==> src/rtl/battle_ctl.sv <==
`default_nettype none
// ============================================================================
// Module  : battle_ctl
// Brief   : Ship-battle game sequencer: mouse click to board cell mapping,
//           placement, turn-taking and shot handshake, advanced on frame_start.
//           Optional macro BATTLE_CTL_REPEAT_ON_HIT_EN keeps the turn after a hit.
// Revision: 1.0  initial release
// ============================================================================
module battle_ctl #(
  parameter int BOARD_N    = 10,
  parameter int CELL_LOG2  = 5,
  parameter int X0         = 608,
  parameter int Y0         = 193,
  parameter int SHIPS      = 10,
  parameter int SHIP_CELLS = 20
) (
  input  logic        clk,
  input  logic        rst,
  input  logic        frame_start,
  input  logic        mouse_left,
  input  logic [11:0] mouse_xpos,
  input  logic [11:0] mouse_ypos,
  input  logic        first_player,
  input  logic        shot_ack,
  input  logic        shot_hit,
  input  logic        opp_miss,
  input  logic        opp_won,
  output logic [7:0]  cell_pos,
  output logic        place_req,
  output logic        shot_req,
  output logic [3:0]  ships_placed,
  output logic [4:0]  hits_left,
  output logic [2:0]  state_o,
  output logic        game_over,
  output logic        win
);

  typedef enum logic [2:0] {
    S_IDLE  = 3'd0,
    S_PLACE = 3'd1,
    S_WAIT  = 3'd2,
    S_AIM   = 3'd3,
    S_FIRE  = 3'd4,
    S_OVER  = 3'd5
  } state_t;

  localparam logic [12:0] c_x_lo       = 13'(X0);
  localparam logic [12:0] c_x_hi       = 13'(X0 + (BOARD_N << CELL_LOG2));
  localparam logic [12:0] c_y_lo       = 13'(Y0);
  localparam logic [12:0] c_y_hi       = 13'(Y0 + (BOARD_N << CELL_LOG2));
  localparam logic [3:0]  c_ships      = 4'(SHIPS);
  localparam logic [4:0]  c_ship_cells = 5'(SHIP_CELLS);
`ifdef BATTLE_CTL_REPEAT_ON_HIT_EN
  localparam state_t c_after_hit = S_AIM;
`else
  localparam state_t c_after_hit = S_WAIT;
`endif

  state_t      r_state, w_state_nxt;
  logic [7:0]  r_cell, w_cell_nxt;
  logic        r_place, w_place_nxt;
  logic        r_shot, w_shot_nxt;
  logic [3:0]  r_placed, w_placed_nxt;
  logic [4:0]  r_hits, w_hits_nxt, w_hits_dec;
  logic        r_over, w_over_nxt;
  logic        r_win, w_win_nxt;

  logic        r_ml_q, r_ml_qq;
  logic        r_click_pend;
  logic [7:0]  r_click_cell;
  logic        r_ack, r_hit, r_miss, r_won;
  logic        w_ack, w_hit, w_miss, w_won;
  logic [11:0] w_dx, w_dy;
  logic [3:0]  w_col, w_row;
  logic        w_in_board, w_rise;

  assign w_dx       = mouse_xpos - c_x_lo[11:0];
  assign w_dy       = mouse_ypos - c_y_lo[11:0];
  assign w_col      = 4'(w_dx >> CELL_LOG2);
  assign w_row      = 4'(w_dy >> CELL_LOG2);
  assign w_in_board = ({1'b0, mouse_xpos} >= c_x_lo) && ({1'b0, mouse_xpos} < c_x_hi) &&
                      ({1'b0, mouse_ypos} >= c_y_lo) && ({1'b0, mouse_ypos} < c_y_hi);
  assign w_rise     = r_ml_q & ~r_ml_qq;

  // Off-board clicks never become pending, so an earlier valid click survives them.
  always_ff @(posedge clk) begin
    if (rst) begin
      r_ml_q       <= 1'b0;
      r_ml_qq      <= 1'b0;
      r_click_pend <= 1'b0;
      r_click_cell <= 8'd0;
    end else begin
      r_ml_q  <= mouse_left;
      r_ml_qq <= r_ml_q;
      if (w_rise && w_in_board) begin
        r_click_pend <= 1'b1;
        r_click_cell <= {w_row, w_col};
      end else if (frame_start) begin
        r_click_pend <= 1'b0;
      end
    end
  end

  // Sticky event flags; every frame_start consumes them whether used or not.
  always_ff @(posedge clk) begin
    if (rst || frame_start) begin
      r_ack  <= 1'b0;
      r_hit  <= 1'b0;
      r_miss <= 1'b0;
      r_won  <= 1'b0;
    end else begin
      if (shot_ack) begin
        r_ack <= 1'b1;
        r_hit <= shot_hit;
      end
      if (opp_miss) r_miss <= 1'b1;
      if (opp_won)  r_won  <= 1'b1;
    end
  end

  assign w_ack      = r_ack | shot_ack;
  assign w_hit      = shot_ack ? shot_hit : r_hit;
  assign w_miss     = r_miss | opp_miss;
  assign w_won      = r_won | opp_won;
  assign w_hits_dec = (r_hits == 5'd0) ? 5'd0 : r_hits - 5'd1;

  always_comb begin
    w_state_nxt  = r_state;
    w_cell_nxt   = r_cell;
    w_place_nxt  = 1'b0;
    w_shot_nxt   = r_shot;
    w_placed_nxt = r_placed;
    w_hits_nxt   = r_hits;
    w_over_nxt   = r_over;
    w_win_nxt    = r_win;
    if (frame_start) begin
      if (w_won && (r_state == S_WAIT || r_state == S_AIM || r_state == S_FIRE)) begin
        w_state_nxt = S_OVER;
        w_shot_nxt  = 1'b0;
        w_over_nxt  = 1'b1;
        w_win_nxt   = 1'b0;
      end else begin
        case (r_state)
          S_IDLE: if (r_click_pend) w_state_nxt = S_PLACE;
          S_PLACE: begin
            if (r_click_pend && r_placed < c_ships) begin
              w_cell_nxt   = r_click_cell;
              w_place_nxt  = 1'b1;
              w_placed_nxt = r_placed + 4'd1;
              if (w_placed_nxt == c_ships) w_state_nxt = first_player ? S_AIM : S_WAIT;
            end
          end
          S_WAIT: if (w_miss) w_state_nxt = S_AIM;
          S_AIM: begin
            if (r_click_pend) begin
              w_cell_nxt  = r_click_cell;
              w_shot_nxt  = 1'b1;
              w_state_nxt = S_FIRE;
            end
          end
          S_FIRE: begin
            if (w_ack) begin
              w_shot_nxt = 1'b0;
              if (w_hit) begin
                w_hits_nxt = w_hits_dec;
                if (w_hits_dec == 5'd0) begin
                  w_state_nxt = S_OVER;
                  w_over_nxt  = 1'b1;
                  w_win_nxt   = 1'b1;
                end else begin
                  w_state_nxt = c_after_hit;
                end
              end else begin
                w_state_nxt = S_WAIT;
              end
            end
          end
          default: ;
        endcase
      end
    end
  end

  always_ff @(posedge clk) begin
    if (rst) begin
      r_state  <= S_IDLE;
      r_cell   <= 8'd0;
      r_place  <= 1'b0;
      r_shot   <= 1'b0;
      r_placed <= 4'd0;
      r_hits   <= c_ship_cells;
      r_over   <= 1'b0;
      r_win    <= 1'b0;
    end else begin
      r_state  <= w_state_nxt;
      r_cell   <= w_cell_nxt;
      r_place  <= w_place_nxt;
      r_shot   <= w_shot_nxt;
      r_placed <= w_placed_nxt;
      r_hits   <= w_hits_nxt;
      r_over   <= w_over_nxt;
      r_win    <= w_win_nxt;
    end
  end

  assign cell_pos     = r_cell;
  assign place_req    = r_place;
  assign shot_req     = r_shot;
  assign ships_placed = r_placed;
  assign hits_left    = r_hits;
  assign state_o      = r_state;
  assign game_over    = r_over;
  assign win          = r_win;

endmodule
`default_nettype wire
==> config.mk <==
export PLATFORM = sky130hd
export DESIGN_NAME = battle_ctl
export DESIGN_NICKNAME = d
export VERILOG_FILES = /design/src/rtl/battle_ctl.sv
export SDC_FILE = /design/constraint.sdc
export NUM_CORES = 1
export LEC_CHECK = 0
export BUFFER_PORTS_ARGS = -buffer_cell sky130_fd_sc_hd__clkbuf_2
export CAP_MARGIN = 0
export CORE_MARGIN = 4
export CORE_UTILIZATION = 48
export CTS_BUF_LIST = sky130_fd_sc_hd__clkbuf_4
export CTS_CLUSTER_SIZE = 16
export DETAILED_ROUTE_END_ITERATION = 16
export PLACE_DENSITY = 0.77
export SLEW_MARGIN = 10
export SYNTH_ARGS = -nofsm -noshare
export SYNTH_HDL_FRONTEND = slang
export SYNTH_SLANG_ARGS = --single-unit
==> constraint.sdc <==
create_clock -name clk -period 1.9 [get_ports clk]
set_clock_uncertainty 0.2 [all_clocks]
set_input_delay 0 -clock clk [delete_from_list [all_inputs] [get_ports clk]]
set_output_delay 0 -clock clk [all_outputs]
set_load 0.03 [all_outputs]
==> impl_metrics.tcl, run 1 <==
set metrics [dict create \
    synth-edff-count 0 \
    rows 23 \
    setup_ws_ns 0.00317 \
    avgSynthCellArea_sq_um 8.88 \
    critPathBufInv 0 \
    viasPerCell 5.54 \
    final_area_sq_um 3090 \
    setup_viol 0 \
    routed_wl_um 5930 \
    crit_family "simple AND/OR/NAND/NOR gates" \
    fin_crit_ns 1.90 \
    layout-drive-gt1-share_pct 38.9 \
    cp_max_fo 11 \
    ys_ff_latch 39 \
    final_cells 389 \
    dieHeight_um 72.7 \
    slowest_delay_ns 0.42 \
    fp.coreArea_sq_um 4030 \
    p_sw_mw 0.470 \
    antenna_found_initial 0 \
    final_common_cell "clkbuf_2" \
    clock.fmax_mhz 527 \
    drt-initial-drc-count 97 \
    seq_area_sq_um 805 \
    hpwl_um 3330 \
    mostFrequentLayoutCells "52 x clkbuf_2, 33 x buf_4, 32 x dfxtp_1" \
    seq_area_frac_synth_pct 38.9 \
    vdd_drop_max_mv 0.382 \
    clk_latency_ns 0.37 \
    crit_path_end_kind "flop" \
    cts_tree "built" \
    relSlewSlack_pct 64.7 \
    required_ns 2.00 \
    post-place-ws_ns -0.152 \
    n_antenna_cell 0 \
    worst_pin_slew_ns 0.528 \
    p_clk_share_pct 28.3 \
    htree_levels 2 \
    grt_start_max_net_pins 34 \
    p_int_mw 1.12 \
    root_buffer "clkbuf_4" \
    numCtsBuffers 5 \
    grt_pass1_wl_um 8810 \
    io_buffer_count 51 \
    syn_area_sq_um 2010 \
    area_growth_pct 54.2 \
    swShare_pct 29.6 \
    leakagePower_nw 1.38 \
    syn_nets 263 \
    ys.flop_type "dfxtp_1" \
    path_cells "or3b_4 > nor3_4 > nand3_2 > or3_1 > a21oi_1" \
    hold_slack_ns 0.0392 \
    cap_violations 0 \
    worstPathArrival_ns 1.99 \
    power_frac_comb_pct 18.9 \
    ys_warn_count 0 \
    start_util_pct 49.8 \
    drv_slew 0 \
    clockBufferDepth 2 \
    routabilityCongestion 0.813 \
    fin_util_pct 76.8 \
    power_frac_seq_pct 52.9 \
    rsz0062_at_grt "yes" \
    cts_num_sinks 39 \
    run_status "complete, no violations" \
    post_drt_wl_per_cell_um 15.2 \
    dr.pass1.iters 4 \
    crit_path_top_delay_cell "dfxtp_4" \
    nets 375 \
    synthArstFlopShare_pct 0 \
    holdCritPathClass "primary input to flop" \
    hold_violations 0 \
    multiInputGateArea_sq_um 1320 \
    grtUsageTotal_pct 21.0 \
    dp.cells 339 \
    grt_pass1_vias 2003 \
    grt.overflow.total 0 \
    syn_inst 226 \
    dieArea_sq_um 5280 \
    ant_nets 0 \
    ys_types 56 \
    drc 0 \
    ios 57 \
    placed_area_sq_um 2480 \
    path_clk_slew_ns 0.13 \
    worst-setup-path-type "flop to flop" \
    num_vias 2154 \
    powerDensity_nw_per_um2 513 \
    finalCritPeriodShare_pct 99.8 \
    fillCellCount 285 \
    cp-start-kind "flop" \
    die_x_um 72.7 \
]
logic make-up after synthesis:
kind of cell               count (synthesis)  synth area share (%)
DFF                                       39                  38.9
adders and majority gates                  4                  2.49
buffers and inverters                     20                  4.24
xor gates and xnor gates                   9                  3.93
AOI/OAI and AO/OA                         66                  23.1
muxes                                     11                  5.55
and+or+nand+nor                           77                  21.8
metrics by stage:
stage / power (mW) / setup TNS, ns
4_1_cts: 1.56 / 0
3_5_place_dp: 1.07 / -0.489
2_1_floorplan: 0.982 / -0.0251
6_report: 1.59 / 0
3_3_place_gp: 1.06 / -0.00465
5_1_grt: 1.67 / -0.294
layout make-up:
type / instances / share of cell area [%]
Multi-Input combinational cell: 167 / 42.7
Timing Repair Buffer: 114 / 26.2
Sequential cell: 39 / 26.0
Tap cell: 50 / 2.02
Inverter: 11 / 1.33
Clock buffer: 5 / 1.21
Clock inverter: 3 / 0.607
synthesized netlist by cell type, drive strengths merged (2+ instances only):
library cell / count / share of area [%]
nor2: 22 / 4.1
xor2: 2 / 0.87
nor3: 7 / 2.3
a41o: 2 / 1.0
a21oi: 20 / 5.0
nor4: 3 / 0.94
clkbuf: 6 / 1.1
o311a: 2 / 1.0
a311oi: 2 / 0.87
o21ai: 13 / 3.2
nor2b: 4 / 1.2
and2: 2 / 0.62
nand2: 14 / 2.6
nor3b: 4 / 1.5
o31ai: 2 / 0.75
buf: 3 / 1.1
nor4b: 3 / 2.4
mux2i: 10 / 5.0
ha: 4 / 2.5
a211oi: 7 / 2.6
xnor2: 7 / 3.1
nand3: 6 / 1.7
a31oi: 3 / 0.94
nand4: 3 / 0.94
dfxtp: 39 / 39
or3: 3 / 0.94
inv: 10 / 1.9
routing by layer:
| metal | track usage (%) | vias up | routed length (um) |
|---|---|---|---|
| li1 | - | 1068 | - |
| met1 | 24.7 | 1006 | 2290 |
| met2 | 36.2 | 62 | 3180 |
| met3 | 4.68 | 18 | 309 |
| met4 | 9.43 | 0 | 154 |
| met5 | 0 | - | 0 |
power groups by stage:
stage          Clock [mW]  Combinational, mW  Sequential (mW)
6_report            0.449              0.300            0.840
5_1_grt             0.499              0.324            0.842
3_3_place_gp            0              0.204            0.861
2_1_floorplan           0              0.120            0.862
4_1_cts             0.456              0.257            0.844
3_5_place_dp            0              0.206            0.862
state kept, by name, indices dropped and copies added (netlist names):
register	count
r_ml_q	1
game_over	1
win	1
r_click_cell	8
ships_placed	4
place_req	1
cell_pos	8
r_click_pend	1
state_o	3
r_miss	1
r_ack	1
hits_left	5
r_hit	1
r_won	1
shot_req	1
r_ml_qq	1
timing repair:
| action | in CTS | in global routing |
|---|---|---|
| setup buffers | 3 | 12 |
| endpoints found under the setup margin | 14 | 27 |
| gates resized for setup | 9 | 28 |
| hold buffers | 27 | 0 |
| hold endpoints to repair | 37 | 0 |
| pin swaps | 8 | 16 |
worst register-to-register path: cells and delay by family (launching register included):
family,cells,cell delay (ns)
simple gates,4,1.06
flops,1,0.42
compound gates,1,0.16
final timing paths:
check,from,endpoint,slack [ns],cells past startpoint
worst max-delay path,state_o[0],hits_left[0],0.003,5
worst min-delay path,mouse_xpos[9],r_click_cell[1],0.04,6
worst max register to register,state_o[0],hits_left[0],0.003,5
worst min register to register,game_over,game_over,0.26,2
(Power assumes the default switching activity.)
==> run 2: changes to the inputs <==
- PLACE_DENSITY: 0.77 -> default
- PLACE_DENSITY_LB_ADDON: default -> 0.08
==> run 2 against run 1 <==
Net effect: the run now ends with negative hold slack, negative setup slack left; critical path depth unchanged; combinational power fell by 6%; clock power fell by 1%; first-iteration DRC count increased by 55%; total power is 1.6% lower; register-to-register slack worse by 0.02 ns; worst hold slack got worse by 0.077 ns; global-route usage decreased by 1.1 points; maximum frequency is 0.99% lower; wire length decreased by 8.1%; sequential share of layout area rose by 0.053 points; critical path type unchanged; critical endpoint unchanged; largest cell class unchanged; highest routed layer unchanged.
==> impl_metrics.tcl, run 2 (synthesis results as in run 1) <==
set metrics [dict create \
    required_ns 2.00 \
    grt.overflow.total 0 \
    cap_violations 0 \
    mostFrequentLayoutCells "51 x clkbuf_2, 32 x dfxtp_1, 26 x dlygate4sd3_1, 26 x buf_4, 20 x nor2_1" \
    worst_pin_slew_ns 0.543 \
    fin_crit_ns 1.92 \
    crit-reg2reg-launch "state_o[2]" \
    relSlewSlack_pct 63.7 \
    critPathCapture "hits_left[0]" \
    htree_levels 2 \
    layout-drive-gt1-share_pct 39.9 \
    holdCritPathClass "primary input to flop" \
    numCtsBuffers 5 \
    fillCellCount 294 \
    grt_start_max_net_pins 34 \
    post_drt_wl_per_cell_um 14.2 \
    ios 57 \
    critPathBufInv 0 \
    grt_pass1_wl_um 8360 \
    final_cells 383 \
    drv_slew 0 \
    drc 0 \
    viasPerCell 5.35 \
    crit_path_start "state_o[2]" \
    ant_nets 0 \
    nets 369 \
    area_growth_pct 53.9 \
    slowest_delay_ns 0.43 \
    leakagePower_nw 1.35 \
    worst-setup-path-type "flop to flop" \
    clk_latency_ns 0.36 \
    worstPathArrival_ns 2.02 \
    ff2ff_path_depth 5 \
    dieHeight_um 72.7 \
    n_antenna_cell 0 \
    routed_wl_um 5450 \
    cp_max_fo 8 \
    dp.cells 342 \
    fin_util_pct 76.6 \
    crit_path_end_kind "flop" \
    fp.coreArea_sq_um 4030 \
    io_buffer_count 51 \
    cts_tree "built" \
    cts_hold_buf 26 \
    setup_viol 2 \
    seq_area_sq_um 805 \
    rsz0062_at_grt "yes" \
    run_status "finished, violations left" \
    cp-start-kind "flop" \
    hold_violations 3 \
    crit_path_top_delay_cell "or3b_4" \
    rows 23 \
    post-place-ws_ns -0.0754 \
    clockBufferDepth 2 \
    hold_slack_ns -0.0379 \
    drt-initial-drc-count 150 \
    powerDensity_nw_per_um2 506 \
    hpwl_um 3460 \
    multiInputGateArea_sq_um 1350 \
    setup_ws_ns -0.0158 \
    grt_pass1_vias 1867 \
    start_util_pct 49.8 \
    finalCritPeriodShare_pct 101 \
    clock.fmax_mhz 522 \
    antenna_found_initial 0 \
    cts_num_sinks 39 \
    dieArea_sq_um 5280 \
    die_x_um 72.7 \
    vdd_drop_max_mv 0.412 \
    root_buffer "clkbuf_4" \
    dr.pass1.iters 4 \
    r2r_slack_ns -0.02 \
    tns_ns -0.0274 \
    routabilityCongestion 0.825 \
    grtUsageTotal_pct 19.9 \
    num_vias 2049 \
    crit_family "simple AND/OR/NAND/NOR gates" \
    path_clk_slew_ns 0.13 \
    cp.depth 5 \
    final_common_cell "clkbuf_2" \
    rr_endpoint "hits_left[0]" \
    path_cells "or3b_4 > nor3_4 > nand3_2 > or3_1 > a21oi_1" \
    violations "negative hold slack, negative setup slack" \
]
[run 2: changes by cell type in the layout (fill, tap and decap cells not counted), sizes merged]
cell | before | now
buf | 35 | 31
dlygate4sd3 | 27 | 26
inv | 11 | 10
[run 2: per-stage QoR]
stage | hold WS [ns] | total power, mW | cell area (sq um)
after detailed placement | 0.0209 | 1.07 | 2500
after floorplan | -0.103 | 0.982 | 2040
after global routing | -0.0185 | 1.65 | 3090
after global placement | 0.00935 | 1.07 | 2500
final | -0.0379 | 1.56 | 3090
after CTS | -0.00462 | 1.56 | 2860
[run 2: worst min path at each step]
stage,from,end,slack (ns),depth (start not counted)
5_1_grt,mouse_ypos[1],r_click_cell[2],-0.02,6
2_1_floorplan,mouse_xpos[5],r_click_cell[0],-0.10,1
4_1_cts,mouse_ypos[1],r_click_cell[2],-0.005,6
6_report,mouse_ypos[1],r_click_cell[2],-0.04,6
3_3_place_gp,mouse_left,r_ml_q,0.009,2
3_5_place_dp,mouse_left,r_ml_q,0.02,2
[run 2: worst register-to-register path, stage by stage (launching register included)]
cell,delay (ns)
dfxtp_4,0.42
or3b_4,0.43
nor3_4,0.18
nand3_2,0.13
or3_1,0.37
a21oi_1,0.13
[run 2: power by group]
group	total [mW]	internal [mW]	switching (mW)	leakage [nW]
combinational	0.281	0.140	0.141	0.995
sequential	0.839	0.824	0.0152	0.320
clock	0.443	0.157	0.286	0.0317
total	1.56	1.12	0.442	1.35
[run 2: repair_timing]
action | CTS | global route
setup buffers | 0 | 7
cloned | 0 | 0
endpoints found under the hold margin | 37 | 2
resized for setup | 9 | 38
pin swaps | 1 | 12
endpoints found under the setup margin | 14 | 24
[run 2: final cells by class]
| cell class | instances | share of cell area (%) |
|---|---|---|
| Multi-Input combinational cell | 167 | 43.6 |
| Sequential cell | 39 | 26.1 |
| Timing Repair Buffer | 108 | 25.1 |
| Tap cell | 50 | 2.03 |
| Clock buffer | 6 | 1.46 |
| Inverter | 11 | 1.34 |
| Clock inverter | 2 | 0.405 |
[run 2: layer usage]
| layer | vias to the layer above | global-route usage [%] | wire length (um) |
|---|---|---|---|
| li1 | 1051 | - | - |
| met1 | 948 | 24.8 | 2420 |
| met2 | 43 | 33.8 | 2690 |
| met3 | 7 | 5.10 | 282 |
| met4 | 0 | 5.53 | 55 |
| met5 | - | 0 | 0 |
